**src/rtl/fir_filter.sv**
```systemverilog
// fir_filter: 33-tap symmetric low-pass FIR, time-shared pre-add/MAC, 18-clock latency.
// Define FIR_VALID_EN to add the oFirValid output pulse.
module fir_filter (
  input  logic              iClk_12MHz,
  input  logic              iRsn,
  input  logic signed [2:0] iFirIn,
  input  logic              iEnSample_600kHz,
  output logic signed [15:0] oFirOut
`ifdef FIR_VALID_EN
  ,
  output logic              oFirValid
`endif
);
  typedef enum logic [1:0] {IDLE, MAC, DONE} state_t;
  // Left half of the symmetric impulse response; entry 16 is the center tap.
  localparam logic signed [10:0] H [0:16] = '{
    11'sd0, -11'sd1, 11'sd0, 11'sd3, 11'sd0, -11'sd8, 11'sd0, 11'sd17, 11'sd0,
    -11'sd34, 11'sd0, 11'sd62, 11'sd0, -11'sd116, 11'sd0, 11'sd325, 11'sd512
  };
  state_t state, state_n;
  logic signed [2:0]  x [0:32];
  logic signed [15:0] acc;
  logic [4:0]         cnt;
  logic [5:0]         lo, hi;
  logic signed [3:0]  pre;
  logic signed [10:0] coef;
  logic signed [14:0] prod;
  logic               last;
  always_comb begin
    lo   = {1'b0, cnt};
    hi   = 6'd32 - lo;
    last = cnt == 5'd16;
    pre  = last ? {x[lo][2], x[lo]} : {x[lo][2], x[lo]} + {x[hi][2], x[hi]};
    coef = (cnt <= 5'd16) ? H[cnt] : 11'sd0;
    prod = pre * coef;
  end
  // A strobe always wins: it restarts the computation from any state.
  always_comb begin
    state_n = iEnSample_600kHz ? MAC :
              (state == MAC && last) ? DONE :
              (state == DONE) ? IDLE : state;
  end
  always_ff @(posedge iClk_12MHz or posedge iRsn)
    if (iRsn) state <= IDLE;
    else state <= state_n;
  always_ff @(posedge iClk_12MHz or posedge iRsn)
    if (iRsn) begin
      for (int k = 0; k <= 32; k++) x[k] <= '0;
      acc     <= '0;
      cnt     <= '0;
      oFirOut <= '0;
    end else if (iEnSample_600kHz) begin
      for (int k = 32; k > 0; k--) x[k] <= x[k-1];
      x[0] <= iFirIn;
      acc  <= '0;
      cnt  <= '0;
    end else if (state == MAC) begin
      acc <= acc + {prod[14], prod};
      cnt <= cnt + 5'd1;
    end else if (state == DONE) begin
      oFirOut <= acc;
    end
`ifdef FIR_VALID_EN
  always_ff @(posedge iClk_12MHz or posedge iRsn)
    if (iRsn) oFirValid <= 1'b0;
    else oFirValid <= state == DONE && !iEnSample_600kHz;
`endif
endmodule

```
**config.mk**
```make
export PLATFORM = sky130hd
export DESIGN_NAME = fir_filter
export DESIGN_NICKNAME = d
export VERILOG_FILES = /design/src/rtl/fir_filter.sv
export SDC_FILE = /design/constraint.sdc
export NUM_CORES = 1
export LEC_CHECK = 0
export BUFFER_PORTS_ARGS = -buffer_cell sky130_fd_sc_hd__buf_2
export CELL_PAD_IN_SITES_DETAIL_PLACEMENT = 2
export CELL_PAD_IN_SITES_GLOBAL_PLACEMENT = 2
export CORE_ASPECT_RATIO = 0.9
export CORE_MARGIN = 5
export CORE_UTILIZATION = 41
export DETAILED_ROUTE_END_ITERATION = 16
export GPL_TIMING_DRIVEN = 0
export HOLD_SLACK_MARGIN = 0.1
export MAX_ROUTING_LAYER = met4
export PLACE_DENSITY_LB_ADDON = 0.1
export SLEW_MARGIN = 15
export SYNTH_ARGS = -nofsm -noshare
export SYNTH_HDL_FRONTEND = slang
export SYNTH_SLANG_ARGS = --single-unit
```
**constraint.sdc**
```tcl
create_clock -name iClk_12MHz -period 8.8 [get_ports iClk_12MHz]
set_clock_uncertainty 0.1 [all_clocks]
set_input_delay 0.88 -clock iClk_12MHz [delete_from_list [all_inputs] [get_ports iClk_12MHz]]
set_output_delay 0.88 -clock iClk_12MHz [all_outputs]
set_load 0.03 [all_outputs]
```
Yosys cells after proc, flatten, opt, wreduce, memory -nomap -nowiden:

Memories as Yosys holds them, arrays and structs flattened.
Index checks and enable logic that the tools add are counted.

* add/subtract/negate cells: 4
* multiply operators: 1
* magnitude comparators: 4
* equality and inequality tests: 3
* mux-type cells: 17
* bitwise operators: 5
* reduce and logical (&&, ||, !) cells: 4

Operators by type and width (number)
* binary-select mux 3 bit (select 6 bit): 2
* 2-to-1 mux 11 bit: 3
* 2-to-1 mux 16 bit: 2
* adder 16 bit: 1
* multiplier 4 x 11 -> 15 bit: 1
* >= comparator 7 bit (second input constant): 2
* 2-to-1 mux 3 bit: 4
* 2-to-1 mux 5 bit: 2
* inverter 5 -> 7 bit: 1
* inverter 6 -> 7 bit: 1
* >= comparator 6 bit (second input constant): 1
* 2-to-1 mux 2 bit: 3
* inverter 5 -> 6 bit: 1
* subtractor 6 x 5 -> 6 bit (first input constant): 1
* adder 5 x 1 -> 5 bit (second input constant): 1
* == test 5 bit (second input constant): 1
* <= comparator 5 bit (second input constant): 1
* adder 3 x 3 -> 4 bit: 1
* 2-to-1 mux 4 bit: 1
* AND reduction 3 bit: 1
* nonzero test 3 bit: 1
* == test 2 x 1 -> 1 bit (second input constant): 1
* == test 2 bit (second input constant): 1
* inverter 1 bit: 2
* 2 further kinds: 2

* flip-flop bits (word level): 138
* bits in read-only memories: 352
* output and inout bits: 16
* memories kept: 1

Memory list
* (no name shown): words 32, width 11, read ports 1, clocked after Yosys merged registers in 0, wr ports 0, RTL line 34 `coef = (cnt <= 5'd16) ? H[cnt] : 11'sd0;`

Depth between registers and ports, before layout:

Gate-level depths: netlist of the first run.

* word-level depth: 11
* mapped depth: 42

Least setup slack after synthesis of the first run:

Ideal clock, no wire load.

* path kind: register to register
* from: reg cnt[0]
* to: reg acc[15]
* setup time: 0.090 ns
* data arrival time: 8.977 ns
* required time: 8.610 ns
* setup slack: -0.367 ns
* cell stages (with the launch flop): 40
* buffers on the path: 7
* path through: dfrtp_1 > buf_6 > buf_8 > buf_6 > buf_2 > buf_2 > inv_1 > ha_1 > clkbuf_1 > clkbuf_1 > mux4_2 > mux2i_1 > mux4_2 > o21ai_0 > ha_1 > inv_1 > fa_1 > xnor2_1 > (+4 left out) > fa_1 > inv_1 > ha_1 > inv_1 > fa_1 > nor2b_1 > o21ai_0 > a21boi_0 > o21ai_0 > a21oi_1 > o21a_1 > o21a_1 > o311ai_0 > ha_1 > and3_1 > a31oi_1 > mux4_2 > o2111ai_1

* cells in the longest elaborated chain, start to end: 11

Ends and longest elaborated chain
* from (decl): RTL line 23 `logic [4:0] cnt;`
* from (signal assigned): RTL line 59 `cnt <= cnt + 5'd1;`
* subtractor 6 x 5 -> 6 bit: RTL line 31 `hi = 6'd32 - lo;`
* inverter 6 -> 7 bit (implied by the code): RTL line 33 `pre = last ? {x[lo][2], x[lo]} : {x[lo][2], x[lo]} + {x[hi][2], x[hi]};`
* binary-select mux 3 bit (select 6 bit): RTL line 33
* 2-to-1 mux 3 bit (implied by the code) (2 in series): RTL line 33
* adder 3 x 3 -> 4 bit: RTL line 33
* 2-to-1 mux 4 bit: RTL line 33
* multiplier 4 x 11 -> 15 bit *: RTL line 35 `prod = pre * coef;`
* adder 16 bit *: RTL line 58 `acc <= acc + {prod[14], prod};`
* 2-to-1 mux 16 bit *: RTL line 57 `end else if (state == MAC) begin`
* 2-to-1 mux 16 bit *: RTL line 52 `end else if (iEnSample_600kHz) begin`
* to (signal assigned): RTL line 58
* to (decl): RTL line 22 `logic signed [15:0] acc;`

Every way passes the cells marked *; elsewhere a longest branch is shown, timed or not. The select of a mux whose other input is x is not followed.
A chain may end at the register's enable or synchronous reset.

Final worst setup path of the first run:

* from: reg cnt[1]
* to: reg acc[15]

The elaborated chain is that of the path after synthesis.

==> insert_results.sql, run 1 <==
INSERT INTO impl_metrics (metric_group, metric, value, unit) VALUES
('clocking', 'clockBufferDepth', '2', ''),
('floorplanning', 'die-width', '168', 'um'),
('yosys', 'synth_area', '9220', 'um^2'),
('clocking', 'cts_h_tree_depth', '4', ''),
('layout', 'synthToLayoutAreaGrowth', '19.4', '%'),
('grt', 'grt_util_met3', '0.0495', ''),
('floorplanning', 'dieArea', '25600', 'um^2'),
('layout', 'register_area', '3450', 'um^2'),
('yosys', 'synthDominantAreaCellType', 'sky130_fd_sc_hd__dfrtp_1', ''),
('clocking', 'worst_skew_pair.late_latency', '0.43', 'ns'),
('grt', 'met1_track_usage_gr', '0.325', ''),
('yosys', 'netlist-cell-type-count', '52', ''),
('hold_path', 'hold_path.class', 'in -> async', ''),
('yosys', 'synth.top_cells.by_area', 'sky130_fd_sc_hd__dfrtp_1 (37%), sky130_fd_sc_hd__mux2_2 (14%), sky130_fd_sc_hd__mux4_2 (13%)', ''),
('critical_path', 'cp-startpoint', 'cnt[1]', ''),
('layout', 'num_antenna_cells', '0', ''),
('clocking', 'clk_transition_reported_paths', '0.07', 'ns'),
('place', 'number_of_buffers_added_on_ports', '21', ''),
('yosys', 'synth_largest_type_area_fraction', '0.375', ''),
('drt', 'vias', '6500', ''),
('place', 'routability_congestion_estimate_from_global_placement', '0.779', ''),
('status', 'outcome', 'finished clean', ''),
('layout', 'final_net_count', '895', ''),
('yosys', 'synth_seq_cells', '138', ''),
('layout', 'post_route_cells_drive_above_1_share', '0.393', ''),
('layout', 'multi_input_area', '5750', 'um^2'),
('sta', 'final-setup-viol-count', '0', ''),
('grt', 'grt_max_degree', '115', ''),
('floorplanning', 'dieHeight', '152', 'um'),
('critical_path', 'worstPathRequired', '9.04', 'ns'),
('grt', 'grt_use_total', '0.226', ''),
('drt', 'detailed_route_wl', '27400', 'um'),
('clocking', 'cts_inserted_buffers', '17', ''),
('floorplanning', 'initial_utilization', '0.413', ''),
('critical_path', 'slowest_delay', '0.53', 'ns'),
('floorplanning', 'placement_rows', '52', ''),
('sta', 'layout_setup_ws', '0.245', 'ns'),
('critical_path', 'timing.critical_path.to_type', 'register', ''),
('yosys', 'synth_enable_flop_cells', '0', ''),
('floorplanning', 'floorplan.core_area', '22300', 'um^2'),
('grt', 'grt_busiest_layer', 'met2', ''),
('drt', 'remaining_drc_errors', '0', ''),
('yosys', 'synth_warnings', '0', ''),
('grt', 'grt_antenna_before_repair', '0', ''),
('drt', 'vias_per_cell', '5.79', ''),
('layout', 'filler_cell_count', '2125', ''),
('drt', 'first_pass_iters', '4', ''),
('floorplanning', 'boundaryPins', '22', ''),
('clocking', 'tritoncts', 'yes', ''),
('grt', 'grt_pass1_vias', '7227', ''),
('sta', 'totalNegativeSetupSlack', '0', 'ns'),
('grt', 'grt_overflow_total', '0', ''),
('clocking', 'ctsRootBufferMaster', 'sky130_fd_sc_hd__clkbuf_16', ''),
('sta', 'timing.final.hold_violations', '0', ''),
('sta', 'post_route_fraction_of_the_period_consumed_by_the_critical_path', '0.972', ''),
('critical_path', 'critical_path_class', 'reg -> reg', ''),
('yosys', 'synth.most_common_cell', 'sky130_fd_sc_hd__dfrtp_1', ''),
('yosys', 'postSynth.asyncResetShare', '1.00', ''),
('grt', 'first_pass_grt_wire_length', '43800', 'um'),
('grt', 'gr-usage-met2', '0.335', ''),
('yosys', 'syn-num-nets', '826', ''),
('sta', 'final_period_minus_worst_setup_slack', '8.55', 'ns'),
('job', 'drv.max_cap_violation_count', '0', ''),
('yosys', 'ys_seq_area_frac', '0.375', ''),
('critical_path', 'ff2ff_path_depth', '32', ''),
('yosys', 'postSynthAreaPerCell', '12.4', 'um^2'),
('drt', 'drt.antenna.violating_nets', '0', ''),
('clocking', 'clock_sink_count', '138', ''),
('sta', 'max_freq', '117', 'MHz'),
('place', 'detailed_place_hpwl', '18800', 'um'),
('sta', 'slew_violations', '0', '');
## critical path: cells and delay by family (launching register included)
family	cells	cell delay (ns)
and+or+nand+nor	2	0.35
buffers and inverters	8	1.00
AOI/OAI and AO/OA	8	1.74
muxes	5	1.71
adders and majority gates	8	2.89
xor gates and xnor gates	1	0.25
DFF	1	0.41
## registers in the layout (all words and copies together) (netlist names)
| name | flops |
|---|---|
| oFirOut | 16 |
| acc | 16 |
| state | 2 |
| cnt | 5 |
| x | 99 |
## cells by family (layout without fill, tap and decap cells)
kind of cell | after synthesis | count (layout) | share of synthesized area
simple gates | 158 | 158 | 0.0822
flops | 138 | 138 | 0.375
xor+xnor | 25 | 25 | 0.0238
mux | 190 | 190 | 0.300
compound gates | 89 | 89 | 0.0622
buf+inv | 68 | 150 | 0.0324
fa+ha+maj | 76 | 76 | 0.124
## cells in the final DEF (no fill, tap or decap), types with 7 or more instances in the layout
cell type	count
sky130_fd_sc_hd__clkbuf_16	21
sky130_fd_sc_hd__clkbuf_1	18
sky130_fd_sc_hd__mux4_2	55
sky130_fd_sc_hd__o21a_1	7
sky130_fd_sc_hd__dfrtp_1	137
sky130_fd_sc_hd__nor3_1	10
sky130_fd_sc_hd__nand2_1	40
sky130_fd_sc_hd__buf_2	23
sky130_fd_sc_hd__a21oi_1	25
sky130_fd_sc_hd__xnor2_1	18
sky130_fd_sc_hd__nor2_1	49
sky130_fd_sc_hd__nand2b_1	11
sky130_fd_sc_hd__nor2b_1	12
sky130_fd_sc_hd__mux2_2	116
sky130_fd_sc_hd__inv_1	23
sky130_fd_sc_hd__o21ai_0	13
sky130_fd_sc_hd__ha_1	44
sky130_fd_sc_hd__fa_1	24
sky130_fd_sc_hd__buf_4	29
sky130_fd_sc_hd__mux2i_1	8
## layout make-up
cell class              instances  share of cell area
clock inverters                14              0.0180
inverters                      28              0.0105
well taps                     297              0.0338
flip-flops and latches        138               0.314
multi-input cells             538               0.522
repair buffers                 53              0.0347
plain buffers                  37              0.0271
clock buffers                  18              0.0399
## timing repair
item                                   in CTS  in global routing
cloned                                      3                  0
gates resized for setup                    70                 27
setup endpoints to repair                  10                  7
buffers inserted                           15                 13
pin swaps                                  17                 24
endpoints found under the hold margin       0                  0
## worst paths after layout
| path | end | slack (ns) |
|---|---|---|
| worst min register to register | oFirOut[4] | 0.40 |
| worst min-delay path | acc[4] | 0.28 |
| max in group asynchronous | x[21] | 7.45 |
| worst max register to register | acc[15] | 0.25 |
| worst max-delay path | acc[15] | 0.25 |
| min in group iClk_12MHz | oFirOut[4] | 0.40 |
## through the flow
step                      hold slack (ns)   util  cells  area (um^2)
after global routing                0.295  0.493   1123        11000
after floorplan                     0.381      -    744         9230
final                               0.282  0.493   1123        11000
after global placement              0.383  0.435   1062         9710
after detailed placement            0.393  0.437   1063         9750
after CTS                           0.275  0.486   1112        10800
## routing by layer
metal / up-vias / share of wire / wire length, um
met1: 3519 / 0.48 / 13100
li1: 2859 / - / -
met5: - / 0 / 0
met4: 0 / 0.010 / 282
met3: 24 / 0.046 / 1250
met2: 98 / 0.47 / 12700
Power of run 1 is left out: the tool's default activity adds up to more than one toggle a clock period on the data nets, which glitch-free logic cannot reach.
==> run 2: changes to the inputs <==
- CELL_PAD_IN_SITES_DETAIL_PLACEMENT: 2 -> 1
- CORE_MARGIN: 5 -> 3
==> run 2 against run 1 <==
  * Utilization increased by 1.0 points
  * Maximum frequency increased by 0.68%
  * Register-to-register slack improved by 0.06 ns
  * Final area about the same
  * Routed wire length decreased by 8.6%
  * Count of clock-buffer cells in the layout decreased by 1
  * Critical path type unchanged
  * Worst hold slack improved by 0.0045 ns
  * Global-route usage decreased by 0.64 points
  * Critical endpoint unchanged
  * Sequential share of layout area about the same
==> insert_results.sql, run 2 (synthesized netlist as in run 1, its figures left out) <==
INSERT INTO impl_metrics (metric_group, metric, value, unit) VALUES
('floorplanning', 'die-width', '164', 'um'),
('hold_path', 'hold_path.class', 'in -> async', ''),
('grt', 'first_pass_grt_wire_length', '39800', 'um'),
('critical_path', 'cp-startpoint', 'cnt[0]', ''),
('layout', 'layout.cells.most_common_list', 'sky130_fd_sc_hd__dfrtp_1 (138), sky130_fd_sc_hd__mux2_2 (116), sky130_fd_sc_hd__mux4_2 (55)', ''),
('job', 'drv.max_cap_violation_count', '0', ''),
('critical_path', 'cp.arrival', '8.74', 'ns'),
('critical_path', 'cp_slowest_cell', 'sky130_fd_sc_hd__fa_1', ''),
('clocking', 'clockBufferDepth', '2', ''),
('sta', 'timing.final.hold_violations', '0', ''),
('critical_path', 'cp_max_fo', '10', ''),
('critical_path', 'reg2reg_slack', '0.30', 'ns'),
('place', 'setup_ws_pre_cts', '-2.19', 'ns'),
('critical_path', 'ff2ff_path_depth', '40', ''),
('layout', 'number_of_flip_flops_in_the_largest_register', '99', ''),
('place', 'routability_congestion_estimate_from_global_placement', '0.804', ''),
('layout', 'post_route_cells_drive_above_1_share', '0.406', ''),
('sta', 'final-setup-viol-count', '0', ''),
('clocking', 'ctsRootBufferMaster', 'sky130_fd_sc_hd__clkbuf_16', ''),
('sta', 'relSlewSlack', '0.419', ''),
('place', 'detailed_place_hpwl', '17600', 'um'),
('layout', 'final_core_util', '0.503', ''),
('clocking', 'clock_sink_count', '138', ''),
('layout', 'largest_registers', 'x (99), acc (16), oFirOut (16)', ''),
('sta', 'whs', '0.287', 'ns'),
('drt', 'detailed_route_wl', '25000', 'um'),
('layout', 'final_common_cell', 'sky130_fd_sc_hd__dfrtp_1', ''),
('drt', 'remaining_drc_errors', '0', ''),
('floorplanning', 'floorplan.core_area', '21900', 'um^2'),
('sta', 'worst_pin_slew', '0.871', 'ns'),
('drt', 'vias_per_cell', '5.64', ''),
('place', 'post-place-cells', '1057', ''),
('drt', 'drt-initial-drc-count', '343', ''),
('drt', 'wl_per_cell', '22.3', 'um'),
('floorplanning', 'dieArea', '24300', 'um^2'),
('status', 'outcome', 'finished clean', ''),
('critical_path', 'critical_path_class', 'reg -> reg', ''),
('clocking', 'cts_h_tree_depth', '4', ''),
('sta', 'final_period_minus_worst_setup_slack', '8.50', 'ns'),
('layout', 'final_net_count', '903', ''),
('grt', 'grt_use_total', '0.220', ''),
('sta', 'post_route_fraction_of_the_period_consumed_by_the_critical_path', '0.966', ''),
('layout', 'num_antenna_cells', '0', ''),
('critical_path', 'slowest_delay', '0.55', 'ns'),
('drt', 'first_pass_iters', '4', ''),
('sta', 'slew_violations', '0', ''),
('sta', 'layout_setup_ws', '0.303', 'ns'),
('clocking', 'tritoncts', 'yes', ''),
('critical_path', 'critPathLaunchType', 'register', ''),
('place', 'number_of_buffers_added_on_ports', '21', ''),
('floorplanning', 'boundaryPins', '22', ''),
('layout', 'max_flop_register', 'x', ''),
('clocking', 'cts_hold_buf', '0', ''),
('floorplanning', 'placement_rows', '51', ''),
('critical_path', 'reg2reg_from', 'cnt[0]', ''),
('drt', 'drt.antenna.violating_nets', '0', ''),
('grt', 'grt_pass1_vias', '6874', ''),
('clocking', 'worst_skew_pair.late_latency', '0.42', 'ns'),
('floorplanning', 'dieHeight', '148', 'um'),
('sta', 'max_freq', '118', 'MHz'),
('critical_path', 'worstPathRequired', '9.04', 'ns'),
('critical_path', 'critical_path.reg2reg.endpoint', 'acc[15]', ''),
('clocking', 'clk_transition_reported_paths', '0.07', 'ns'),
('grt', 'grt_antenna_before_repair', '0', ''),
('layout', 'final_cell_count_without_fillers', '1124', ''),
('grt', 'grt_overflow_total', '0', ''),
('critical_path', 'timing.critical_path.to_type', 'register', ''),
('floorplanning', 'initial_utilization', '0.421', ''),
('layout', 'synthToLayoutAreaGrowth', '19.4', '%'),
('critical_path', 'critical_path.endpoint', 'acc[15]', ''),
('clocking', 'cts_inserted_buffers', '17', ''),
('drt', 'vias', '6334', ''),
('grt', 'grt_max_degree', '115', '');
-- run 2: timing repair --
| item | 4_1_cts | 5_1_grt |
|---|---|---|
| gates resized for setup | 58 | 36 |
| pin swaps | 22 | 24 |
| gates cloned | 1 | 0 |
| setup endpoints to repair | 10 | 6 |
| setup buffers | 28 | 8 |
-- run 2: worst max-delay path: cells and delay by family (launching register included) --
kind,cells,cell delay (ns)
adder cells (fa/ha/maj),9,2.89
multiplexers,4,1.35
AO/OA/AOI/OAI,10,1.34
buffers and inverters,11,1.18
AND/OR/NAND/NOR,5,0.94
flip-flops,1,0.42
XOR/XNOR,1,0.19
-- run 2: worst min-delay path by stage --
stage	cells after the start	startpoint	to
after floorplan	1	x[0]	x[0]
after global placement	1	oFirOut[6]	oFirOut[6]
after detailed placement	1	oFirOut[2]	oFirOut[2]
after CTS	2	iRsn	acc[8]
after global routing	2	iRsn	acc[8]
final	2	iRsn	acc[8]
-- run 2: cell type report --
type                            count  area (um^2)
Clock buffer                       17          425
Sequential cell                   138         3450
Buffer                             39          315
Timing Repair Buffer               59          429
Tap cell                          291          364
Fill cell                        2242        10900
Clock inverter                     14          139
Inverter                           28          113
Multi-Input combinational cell    538         5770
-- run 2: stage by stage --
step	cell area, um^2	setup TNS, ns
after floorplan	9230	0
after global placement	9700	-9.46
after detailed placement	9730	-11.55
after CTS	10800	0
after global routing	11000	-0.0796
final	11000	0
-- run 2: routing by layer --
layer / vias to the layer above / routed length (um) / global-route usage / share of wire
met4: 0 / 99 / 0.0389 / 0.0040
met1: 3351 / 12300 / 0.324 / 0.49
met3: 7 / 835 / 0.0301 / 0.033
met2: 97 / 11800 / 0.331 / 0.47
li1: 2879 / - / - / -
met5: - / 0 / - / 0
Power of run 2 is left out for the same reason.
==> run 3: changes to the inputs <==
- CORE_UTILIZATION: 41 -> 45
- clock period: 8.8 -> 8.2 ns (I/O delays scaled with it)
==> run 3 against run 2 <==
  * Global-route usage increased by 1.3 points
  * Largest cell class unchanged
  * The run now ends with negative setup slack left
  * Critical path type unchanged
  * Critical path depth fell by 3
  * Sequential share of layout area decreased by 0.070 points
  * Utilization rose by 4.8 points
  * Setup slack got worse by 0.37 ns
  * Non-clock buffer count is 3 higher
  * Die area down 8.6%
  * Register-to-register slack got worse by 0.37 ns
==> insert_results.sql, run 3 (synthesized netlist as in run 1, its figures left out) <==
INSERT INTO impl_metrics (metric_group, metric, value, unit) VALUES
('status', 'outcome', 'complete, but fails checks', ''),
('status', 'violations_in_the_final_reports', 'negative setup slack', ''),
('critical_path', 'crit_family', 'adder cells', ''),
('layout', 'post_route_cells_drive_above_1_share', '0.414', ''),
('sta', 'slew_violations', '0', ''),
('floorplanning', 'dieHeight', '142', 'um'),
('drt', 'wl_met2', '12600', 'um'),
('clocking', 'clk_transition_reported_paths', '0.07', 'ns'),
('clocking', 'ctsRootBufferMaster', 'sky130_fd_sc_hd__clkbuf_16', ''),
('floorplanning', 'initial_utilization', '0.460', ''),
('grt', 'grt_antenna_before_repair', '0', ''),
('clocking', 'clockBufferDepth', '2', ''),
('layout', 'layout.cells.most_common_list', 'sky130_fd_sc_hd__dfrtp_1 (137), sky130_fd_sc_hd__mux2_2 (116), sky130_fd_sc_hd__mux4_2 (55)', ''),
('floorplanning', 'floorplan.core_area', '20000', 'um^2'),
('hold_path', 'hold_path.class', 'in -> async', ''),
('place', 'area_post_placement', '9830', 'um^2'),
('grt', 'grt_pass1_vias', '7036', ''),
('critical_path', 'cp_slowest_cell', 'sky130_fd_sc_hd__fa_1', ''),
('drt', 'first_pass_iters', '4', ''),
('layout', 'final_net_count', '906', ''),
('drt', 'detailed_route_wl', '23800', 'um'),
('sta', 'layout_setup_ws', '-0.0652', 'ns'),
('critical_path', 'cp.arrival', '8.51', 'ns'),
('floorplanning', 'placement_rows', '49', ''),
('sta', 'timing.final.hold_violations', '0', ''),
('floorplanning', 'dieArea', '22200', 'um^2'),
('floorplanning', 'die-width', '157', 'um'),
('place', 'detailed_place_hpwl', '16600', 'um'),
('sta', 'rsz0062_at_grt', 'yes', ''),
('critical_path', 'path_depth', '37', ''),
('clocking', 'cts_inserted_buffers', '17', ''),
('floorplanning', 'boundaryPins', '22', ''),
('place', 'routability_congestion_estimate_from_global_placement', '0.822', ''),
('drt', 'wl_met3', '386', 'um'),
('grt', 'first_pass_grt_wire_length', '38900', 'um'),
('critical_path', 'worstPathRequired', '8.45', 'ns'),
('drt', 'remaining_drc_errors', '0', ''),
('drt', 'drt-initial-drc-count', '240', ''),
('sta', 'totalNegativeSetupSlack', '-0.0652', 'ns'),
('sta', 'final_period_minus_worst_setup_slack', '8.27', 'ns'),
('critical_path', 'timing.critical_path.to_type', 'register', ''),
('sta', 'post_route_fraction_of_the_period_consumed_by_the_critical_path', '1.01', ''),
('critical_path', 'critical_path_class', 'reg -> reg', ''),
('drt', 'wl_per_cell', '21.8', 'um'),
('layout', 'final_common_cell', 'sky130_fd_sc_hd__dfrtp_1', ''),
('clocking', 'tritoncts', 'yes', ''),
('layout', 'max_flop_register', 'x', ''),
('sta', 'worst_pin_slew', '0.808', 'ns'),
('layout', 'final_core_util', '0.551', ''),
('sta', 'relSlewSlack', '0.461', ''),
('critical_path', 'timing.critical_path.buf_inv', '9', ''),
('layout', 'largest_registers', 'x (99), acc (16), oFirOut (16)', ''),
('sta', 'final-setup-viol-count', '1', ''),
('layout', 'finalInstanceArea', '11000', 'um^2'),
('clocking', 'cts_h_tree_depth', '4', ''),
('job', 'drv.max_cap_violation_count', '0', ''),
('sta', 'max_freq', '121', 'MHz'),
('critical_path', 'cp_max_fo', '10', ''),
('grt', 'grt_overflow_total', '0', ''),
('critical_path', 'ff2ff_path_depth', '37', ''),
('clocking', 'clock_sink_count', '138', ''),
('drt', 'highest_layer', 'met4', ''),
('drt', 'vias', '6356', ''),
('drt', 'vias_per_cell', '5.83', ''),
('layout', 'num_antenna_cells', '0', ''),
('critical_path', 'slowest_delay', '0.53', 'ns'),
('drt', 'drt.antenna.violating_nets', '0', ''),
('grt', 'grt_use_total', '0.233', ''),
('layout', 'number_of_flip_flops_in_the_largest_register', '99', ''),
('clocking', 'worst_skew_pair.late_latency', '0.43', 'ns'),
('grt', 'grt_max_degree', '100', ''),
('critical_path', 'critPathLaunchType', 'register', ''),
('place', 'number_of_buffers_added_on_ports', '21', ''),
('layout', 'synthToLayoutAreaGrowth', '19.7', '%'),
('drt', 'm1WireLength', '10300', 'um');
-- run 3: cell count changes in the layout (fill, tap and decap cells not counted), sizes merged --
cell and delta:
clkbuf +3, clkinv -3, clkinvlp +3, buf +1
bufinv -1, clkdlybuf4s15 -1, inv +1
-- run 3: worst paths after layout --
path	endpoint	startpoint	slack, ns
min in group iClk_12MHz	oFirOut[7]	oFirOut[7]	0.40
worst min register to register	oFirOut[7]	oFirOut[7]	0.40
max in group asynchronous	cnt[0]	iRsn	6.94
worst min-delay path	x[31]	iRsn	0.25
worst max register to register	acc[15]	cnt[0]	-0.07
worst max-delay path	acc[15]	cnt[0]	-0.07
-- run 3: what timing repair did --
item,4_1_cts,5_1_grt
endpoints found under the setup margin,10,7
setup buffers,29,11
pin swaps,26,31
resized for setup,38,35
gates cloned,2,0
hold endpoints to repair,0,0
hold buffers,0,0
-- run 3: layer usage --
metal  up-vias  track usage
li1       2882            -
met1      3364        0.288
met2        73        0.401
met3        37       0.0308
met4         0       0.0686
met5         -            -
-- run 3: worst register-to-register path: cells and delay by family (launching register included) --
family,cells,cell delay (ns)
buffers and inverters,9,0.96
muxes,3,1.14
AOI/OAI and AO/OA,11,1.77
and+or+nand+nor,3,0.44
xor gates and xnor gates,2,0.43
adders and majority gates,9,2.88
DFF,1,0.46
-- run 3: area by class of cell --
class	instances	area, um^2
buffer	37	300
clock buffer	17	425
clock inverter	14	114
fill	2034	9010
inverter	28	118
multi-input combinational	538	5830
sequential	138	3450
tap	255	319
timing repair buffer	64	477
-- run 3: through the flow --
step	instances	hold WS [ns]	setup WS (ns)
finish	1091	0.247	-0.0652
global route	1091	0.262	-0.393
CTS	1082	0.251	-0.143
detailed placement	1021	0.390	-1.52
global placement	1020	0.385	-1.37
floorplan	744	0.381	-0.00957
Power of run 3 is left out for the same reason.
